==> src/rtl/muldiv_ctrl_pkg.sv <==
// Shared op-bit indices, FSM encodings and helpers for the HI/LO multiply/divide controller.
package muldiv_ctrl_pkg;

    localparam int unsigned MD_OP_WD    = 8;
    localparam int unsigned MD_OP_MULT  = 0;
    localparam int unsigned MD_OP_MULTU = 1;
    localparam int unsigned MD_OP_DIV   = 2;
    localparam int unsigned MD_OP_DIVU  = 3;
    localparam int unsigned MD_OP_MFHI  = 4;
    localparam int unsigned MD_OP_MFLO  = 5;
    localparam int unsigned MD_OP_MTHI  = 6;
    localparam int unsigned MD_OP_MTLO  = 7;

    typedef enum logic [1:0] {
        MD_ST_IDLE = 2'd0,
        MD_ST_MUL  = 2'd1,
        MD_ST_DIV  = 2'd2,
        MD_ST_FIX  = 2'd3
    } md_state_e;

    // Magnitude of a 32-bit operand; 0x80000000 stays 0x80000000 as an unsigned value.
    function automatic logic [31:0] md_abs(input logic [31:0] v, input logic sgn);
        return (sgn && v[31]) ? (~v + 32'd1) : v;
    endfunction

endpackage

==> src/rtl/muldiv_ctrl_if.sv <==
// Execute-stage <-> muldiv controller request/response bundle.
interface muldiv_ctrl_if;
    import muldiv_ctrl_pkg::*;

    logic                req_valid;
    logic [MD_OP_WD-1:0] req_op;
    logic [31:0]         req_src1;
    logic [31:0]         req_src2;
    logic                cancel;
    logic                req_ready;
    logic                es_stall;
    logic [31:0]         mf_rdata;
    logic                busy;

    modport master (
        output req_valid, req_op, req_src1, req_src2, cancel,
        input  req_ready, es_stall, mf_rdata, busy
    );

    modport slave (
        input  req_valid, req_op, req_src1, req_src2, cancel,
        output req_ready, es_stall, mf_rdata, busy
    );

endinterface

==> src/rtl/muldiv_ctrl_div_iter.sv <==
// Iterative radix-2 restoring divider on 32-bit magnitudes (the div_iter unit).
module muldiv_ctrl_div_iter (
    input  logic        clk,
    input  logic        reset,
    input  logic        start,
    input  logic        cancel,
    input  logic [31:0] dividend,
    input  logic [31:0] divisor,
    output logic [31:0] quot,
    output logic [31:0] rem,
    output logic        done
);

    logic [31:0] quot_q, rem_q, dvs_q;
    logic [5:0]  cnt;
    logic        running;
    logic [32:0] shifted;
    logic        ge;
    logic [31:0] sub;

    assign shifted = {rem_q, quot_q[31]};
    assign ge      = shifted >= {1'b0, dvs_q};
    // Modulo-2^32 is exact here: when ge holds the true difference is below the divisor.
    assign sub     = shifted[31:0] - dvs_q;
    assign done    = running && (cnt == 6'd31);
    assign quot    = quot_q;
    assign rem     = rem_q;

    always_ff @(posedge clk) begin
        if (reset) begin
            running <= 1'b0;
            cnt     <= 6'd0;
            quot_q  <= 32'd0;
            rem_q   <= 32'd0;
            dvs_q   <= 32'd0;
        end else if (cancel) begin
            running <= 1'b0;
            cnt     <= 6'd0;
        end else if (start) begin
            running <= 1'b1;
            cnt     <= 6'd0;
            quot_q  <= dividend;
            rem_q   <= 32'd0;
            dvs_q   <= divisor;
        end else if (running) begin
            cnt    <= cnt + 6'd1;
            rem_q  <= ge ? sub : shifted[31:0];
            quot_q <= {quot_q[30:0], ge};
            if (done) running <= 1'b0;
        end
    end

endmodule

==> src/rtl/muldiv_ctrl.sv <==
// HI/LO multiply/divide controller: pipelined multiplier, iterative divider, stall generation.
module muldiv_ctrl
    import muldiv_ctrl_pkg::*;
#(
    parameter int unsigned MUL_LAT = 2
) (
    input  logic         clk,
    input  logic         reset,
    muldiv_ctrl_if.slave bus
);

    md_state_e   state;
    logic [31:0] hi, lo;
    logic        op_legal, accept;
    logic        is_mult, is_multu, is_div, is_divu, is_mfhi, is_mflo, is_mthi, is_mtlo;

    assign op_legal = $onehot(bus.req_op);
    assign is_mult  = op_legal & bus.req_op[MD_OP_MULT];
    assign is_multu = op_legal & bus.req_op[MD_OP_MULTU];
    assign is_div   = op_legal & bus.req_op[MD_OP_DIV];
    assign is_divu  = op_legal & bus.req_op[MD_OP_DIVU];
    assign is_mfhi  = op_legal & bus.req_op[MD_OP_MFHI];
    assign is_mflo  = op_legal & bus.req_op[MD_OP_MFLO];
    assign is_mthi  = op_legal & bus.req_op[MD_OP_MTHI];
    assign is_mtlo  = op_legal & bus.req_op[MD_OP_MTLO];

    assign bus.req_ready = (state == MD_ST_IDLE) & ~bus.cancel;
    assign accept        = bus.req_valid & bus.req_ready;
    assign bus.es_stall  = bus.req_valid & ~bus.req_ready;
    assign bus.busy      = (state != MD_ST_IDLE);

    always_comb begin
        bus.mf_rdata = 32'd0;
        if (bus.req_valid && is_mfhi)      bus.mf_rdata = hi;
        else if (bus.req_valid && is_mflo) bus.mf_rdata = lo;
    end

    // Multiplier: sign/zero extend to 64 bits so one multiply serves mult and multu.
    logic [63:0]        mul_a, mul_b, product;
    logic [63:0]        mul_pipe [MUL_LAT];
    logic [MUL_LAT-1:0] mul_vld, mul_vld_d;

    assign mul_a   = {{32{is_mult & bus.req_src1[31]}}, bus.req_src1};
    assign mul_b   = {{32{is_mult & bus.req_src2[31]}}, bus.req_src2};
    assign product = mul_a * mul_b;

    always_comb begin
        mul_vld_d    = mul_vld << 1;
        mul_vld_d[0] = accept & (is_mult | is_multu);
    end

    always_ff @(posedge clk) begin
        if (reset || bus.cancel) mul_vld <= '0;
        else                     mul_vld <= mul_vld_d;
        mul_pipe[0] <= product;
        for (int i = 1; i < MUL_LAT; i++) mul_pipe[i] <= mul_pipe[i-1];
    end

    // Divider and sign fix-up.
    logic [31:0] div_quot, div_rem, div_src1;
    logic        div_done, neg_q, neg_r, div_zero;
    logic [31:0] fix_hi, fix_lo;

    muldiv_ctrl_div_iter u_div_iter (
        .clk      (clk),
        .reset    (reset),
        .start    (accept & (is_div | is_divu)),
        .cancel   (bus.cancel),
        .dividend (md_abs(bus.req_src1, is_div)),
        .divisor  (md_abs(bus.req_src2, is_div)),
        .quot     (div_quot),
        .rem      (div_rem),
        .done     (div_done)
    );

    always_comb begin
        fix_lo = neg_q ? (~div_quot + 32'd1) : div_quot;
        fix_hi = neg_r ? (~div_rem + 32'd1) : div_rem;
        if (div_zero) begin
            fix_lo = 32'hFFFF_FFFF;
            fix_hi = div_src1;
        end
    end

    always_ff @(posedge clk) begin
        if (reset) begin
            state    <= MD_ST_IDLE;
            hi       <= 32'd0;
            lo       <= 32'd0;
            neg_q    <= 1'b0;
            neg_r    <= 1'b0;
            div_zero <= 1'b0;
            div_src1 <= 32'd0;
        end else begin
            case (state)
                MD_ST_IDLE: begin
                    if (accept) begin
                        if (is_mthi) hi <= bus.req_src1;
                        if (is_mtlo) lo <= bus.req_src1;
                        if (is_mult || is_multu) state <= MD_ST_MUL;
                        if (is_div || is_divu) begin
                            state    <= MD_ST_DIV;
                            neg_q    <= is_div & (bus.req_src1[31] ^ bus.req_src2[31]);
                            neg_r    <= is_div & bus.req_src1[31];
                            div_zero <= (bus.req_src2 == 32'd0);
                            div_src1 <= bus.req_src1;
                        end
                    end
                end
                MD_ST_MUL: begin
                    if (bus.cancel) begin
                        state <= MD_ST_IDLE;
                    end else if (mul_vld[MUL_LAT-1]) begin
                        {hi, lo} <= mul_pipe[MUL_LAT-1];
                        state    <= MD_ST_IDLE;
                    end
                end
                MD_ST_DIV: begin
                    if (bus.cancel)    state <= MD_ST_IDLE;
                    else if (div_done) state <= MD_ST_FIX;
                end
                MD_ST_FIX: begin
                    state <= MD_ST_IDLE;
                    if (!bus.cancel) begin
                        hi <= fix_hi;
                        lo <= fix_lo;
                    end
                end
                default: state <= MD_ST_IDLE;
            endcase
        end
    end

endmodule
==> src/flat_wrapper.sv <==
// flat-port wrapper written by rule: the top's interface ports become plain ports
module muldiv_ctrl_flat import muldiv_ctrl_pkg::*;
#(
    parameter int unsigned MUL_LAT = 2
)
  (clk, reset, bus_req_valid, bus_req_op, bus_req_src1, bus_req_src2, bus_cancel, bus_req_ready, bus_es_stall, bus_mf_rdata, bus_busy);
  muldiv_ctrl_if bus_i ();
  input  logic clk;
  input  logic reset;
  input wire logic [$bits(bus_i.req_valid)-1:0] bus_req_valid;
  input wire logic [$bits(bus_i.req_op)-1:0] bus_req_op;
  input wire logic [$bits(bus_i.req_src1)-1:0] bus_req_src1;
  input wire logic [$bits(bus_i.req_src2)-1:0] bus_req_src2;
  input wire logic [$bits(bus_i.cancel)-1:0] bus_cancel;
  output wire logic [$bits(bus_i.req_ready)-1:0] bus_req_ready;
  output wire logic [$bits(bus_i.es_stall)-1:0] bus_es_stall;
  output wire logic [$bits(bus_i.mf_rdata)-1:0] bus_mf_rdata;
  output wire logic [$bits(bus_i.busy)-1:0] bus_busy;
  assign bus_i.req_valid = bus_req_valid;
  assign bus_i.req_op = bus_req_op;
  assign bus_i.req_src1 = bus_req_src1;
  assign bus_i.req_src2 = bus_req_src2;
  assign bus_i.cancel = bus_cancel;
  assign bus_req_ready = bus_i.req_ready;
  assign bus_es_stall = bus_i.es_stall;
  assign bus_mf_rdata = bus_i.mf_rdata;
  assign bus_busy = bus_i.busy;
  muldiv_ctrl #(.MUL_LAT(MUL_LAT)) u_core (.clk(clk), .reset(reset), .bus(bus_i));
endmodule
==> config.mk <==
export PLATFORM = sky130hd
export DESIGN_NAME = muldiv_ctrl_flat
export DESIGN_NICKNAME = d
export VERILOG_FILES = /design/src/rtl/muldiv_ctrl_pkg.sv /design/src/rtl/muldiv_ctrl_if.sv /design/src/rtl/muldiv_ctrl_div_iter.sv /design/src/rtl/muldiv_ctrl.sv /design/src/flat_wrapper.sv
export SDC_FILE = /design/constraint.sdc
export NUM_CORES = 2
export LEC_CHECK = 0
export BUFFER_PORTS_ARGS = -buffer_cell sky130_fd_sc_hd__buf_2
export CAP_MARGIN = 40
export CORE_MARGIN = 2
export CORE_UTILIZATION = 66
export DETAILED_ROUTE_END_ITERATION = 7
export GPL_TIMING_DRIVEN = 0
export PLACE_DENSITY = 0.84
export SYNTH_ARGS = -nofsm -noshare
export SYNTH_HDL_FRONTEND = slang
export SYNTH_SLANG_ARGS = --single-unit
==> constraint.sdc <==
create_clock -name clk -period 17.5 [get_ports clk]
set_input_delay 3.5 -clock clk [delete_from_list [all_inputs] [get_ports clk]]
set_output_delay 3.5 -clock clk [all_outputs]
set_load 0.01 [all_outputs]
==> reports/qor.csv <==
metric,value,unit
highest routed metal layer,met5,
"Setup Fix Bufs, Post-CTS",0,
clock slew at reported path FFs,0.07,ns
final hold viol count,0,
Met3 Wirelength,31.69,mm
status,completed,
register area share after synthesis,0.1231,
WL met2,83.79,mm
chip width,290.9,um
DR pass1 iterations,8,
drt total wl,201.9,mm
max_slew headroom,0.2717,
worst reg2reg setup slack,13.25,ns
gr ovfl total,0,
asr flop ratio synth,0,
Clock Latency Late Sink,0.64,ns
total track usage,0.4836,
Num CTS Buffers,30,
vias in the first global route,47410,
Synth Register Bits,334,
port bufs,82,
RR Startpoint,u_core.u_div_iter.quot[31],
ys flop type,dfxtp_1,
Post-CTS Hold Buffers,0,
fillers,6429,
Final min period,15.66,ns
WP data required,18.03,ns
synthesized cell area,54310,sq um
Remaining DRCs,0,
post-synthesis cell type count,77,
first-pass GRT wire length,298.3,mm
CP Launch Point,bus_req_op[0],
Post-Syn Instances,6190,
routed length on met1,68.28,mm
clock sink total,334,
clock buffer depth,3,
clock root buffer,clkbuf_16,
"antenna viol nets, final",0,
max cap viols,0,
"Largest stage delay, worst path",0.66,ns
Die Height,290.9,um
most frequent cells in the layout,"inv_1 (1180), fa_1 (1130), nand2_1 (978)",
"most common cell after layout, fill and taps aside",inv_1,
Util after Layout,0.7100,
Initial Utilization,0.6646,
share of cells above drive strength 1,0.03915,
"Period Utilization, post-route",0.8948,
f_max,63.86,MHz
"Max FO, Critical Path",10,
Pins Over Slew Limit,0,
CTS tree,done,
Slowest cell on crit path,clkbuf_1,
Post-Syn Area per Cell,8.774,sq um
reg2reg end,u_core.u_div_iter.rem[24],
final hold slack,0.3071,ns
Post-synth EDFFs,0,
htree depth,1,
CP endpoint kind,flip-flop,
Core Footprint,81720,sq um
Worst Skew,0.05075,ns
reg2reg path depth,13,
GPL Wtd Cong,1.100,
crit path launch type,primary input,
worst-margin pin slew,1.092,ns
num ports,111,
"most used cell, CP",fa_1,
Iteration-0 DRC Markers,5663,
pin count of the biggest net entering global routing,18,
WP data arrival,16.18,ns
cts repair resizes,0,
Via Count,46730,
Worst Setup EP,u_core.mul_pipe[0][61],
setup TNS,0,ns
Crit Path Category,primary input to flip-flop,
Vias/cell,6.247,
worst hold path class,flip-flop to flip-flop,
Final setup viols,0,
unrepaired setup endpoints after global routing,no,
post-detail-place hpwl,166.7,mm
# nets final,7824,
initial antenna violation count,14,
average wire per standard cell,26.99,um
net count after synthesis,7652,
Area growth syn-to-layout,6.833,%
Synth warnings,0,
row count,105,
area of the die,84600,sq um
final cells by class:
class / instances / area (sq um) / area share
clock buffer: 39 / 864.6 / 0.01490
timing repair buffer: 140 / 1165 / 0.02008
antenna: 24 / 60.06 / 0.001035
multi-input combinational: 4274 / 41670 / 0.7181
clock inverter: 17 / 282.8 / 0.004874
sequential: 334 / 6686 / 0.1152
buffer: 402 / 1526 / 0.02631
inverter: 1180 / 4429 / 0.07634
tap: 1070 / 1339 / 0.02307
worst min-delay path by stage:
stage | cells after the start | slack (ns) | to | startpoint
6_report | 0 | 0.31 | u_core.mul_pipe[0][103] | u_core.mul_pipe[0][39]
5_1_grt | 0 | 0.33 | u_core.mul_pipe[0][103] | u_core.mul_pipe[0][39]
4_1_cts | 0 | 0.31 | u_core.mul_pipe[0][103] | u_core.mul_pipe[0][39]
3_5_place_dp | 0 | 0.31 | u_core.mul_pipe[0][119] | u_core.mul_pipe[0][55]
3_3_place_gp | 0 | 0.31 | u_core.mul_pipe[0][122] | u_core.mul_pipe[0][58]
2_1_floorplan | 0 | 0.31 | u_core.mul_pipe[0][100] | u_core.mul_pipe[0][36]
state kept, by name, indices dropped and copies added (netlist names), 2 cells and up:
register	count
u_core.mul_pipe	128
u_core.u_div_iter.quot	32
u_core.hi	32
u_core.div_src1	32
u_core.u_div_iter.rem	32
u_core.state	2
u_core.mul_vld	2
u_core.u_div_iter.cnt	6
u_core.lo	32
u_core.u_div_iter.dvs_q	32
routing by layer:
layer	GRT usage	vias up
met4	0.3244	14
met5	0	-
met1	0.5944	22930
met2	0.7042	3550
li1	-	19230
met3	0.1942	998
Yosys cell counts, drive strengths merged (3+ instances only):
| library cell | count | area share |
|---|---|---|
| o22ai | 4 | 0.00046 |
| xor2 | 87 | 0.014 |
| nand3 | 33 | 0.0030 |
| a21o | 50 | 0.0069 |
| or3 | 21 | 0.0027 |
| a31oi | 14 | 0.0016 |
| o21ai | 166 | 0.015 |
| a221oi | 6 | 0.00097 |
| nor2b | 21 | 0.0024 |
| and4 | 3 | 0.00048 |
| fa | 1130 | 0.42 |
| xnor2 | 129 | 0.021 |
| nor3b | 8 | 0.0011 |
| mux2i | 29 | 0.0053 |
| o21bai | 10 | 0.0014 |
| a21boi | 3 | 0.00041 |
| mux2 | 14 | 0.0029 |
| nand2b | 46 | 0.0053 |
| dfxtp | 334 | 0.12 |
| clkbuf | 310 | 0.021 |
| nand2 | 979 | 0.068 |
| and2 | 327 | 0.038 |
| nor2 | 292 | 0.020 |
| a211o | 7 | 0.0011 |
| a21oi | 229 | 0.021 |
| nand4 | 18 | 0.0021 |
| buf | 92 | 0.0067 |
| o211ai | 14 | 0.0019 |
| nor4 | 19 | 0.0030 |
| a211oi | 80 | 0.011 |
| o221ai | 30 | 0.0048 |
| or4 | 13 | 0.0019 |
| nor3 | 36 | 0.0034 |
| o21a | 12 | 0.0017 |
| a32oi | 8 | 0.0013 |
| and3 | 19 | 0.0023 |
| o31ai | 28 | 0.0040 |
| o41ai | 16 | 0.0030 |
| inv | 1180 | 0.082 |
| or2 | 16 | 0.0018 |
| a22o | 37 | 0.0060 |
| ha | 256 | 0.059 |
| a311oi | 39 | 0.0063 |
cell families (layout without fill, tap and decap cells):
family / count (synthesis) / after routing / share of synthesized area
flops: 334 / 334 / 0.1231
other cells: 0 / 24 / 0
simple gates: 1857 / 1857 / 0.1561
mux: 43 / 43 / 0.008248
compound gates: 772 / 772 / 0.09255
xor+xnor: 216 / 216 / 0.03483
fa+ha+maj: 1386 / 1386 / 0.4755
buf+inv: 1582 / 1778 / 0.1097
critical path, delay by kind of cell:
kind / cells / cell delay [ns]
adders and majority gates: 14 / 6.39
buffers and inverters: 11 / 2.77
AOI/OAI and AO/OA: 3 / 0.89
xor gates and xnor gates: 1 / 0.15
and+or+nand+nor: 8 / 2.45
per-stage QoR:
stage          cell area [sq um]  worst slack, ns  std cells
4_1_cts                    57910            2.099       7452
5_1_grt                    57960            1.421       7456
3_5_place_dp               56760            1.536       7396
3_3_place_gp               56060            1.704       7342
6_report                   58020            1.841       7480
2_1_floorplan              54310            4.111       6190
Power is not shown: default switching activity piles up to over one toggle a cycle in this logic, so the estimate is an artifact.
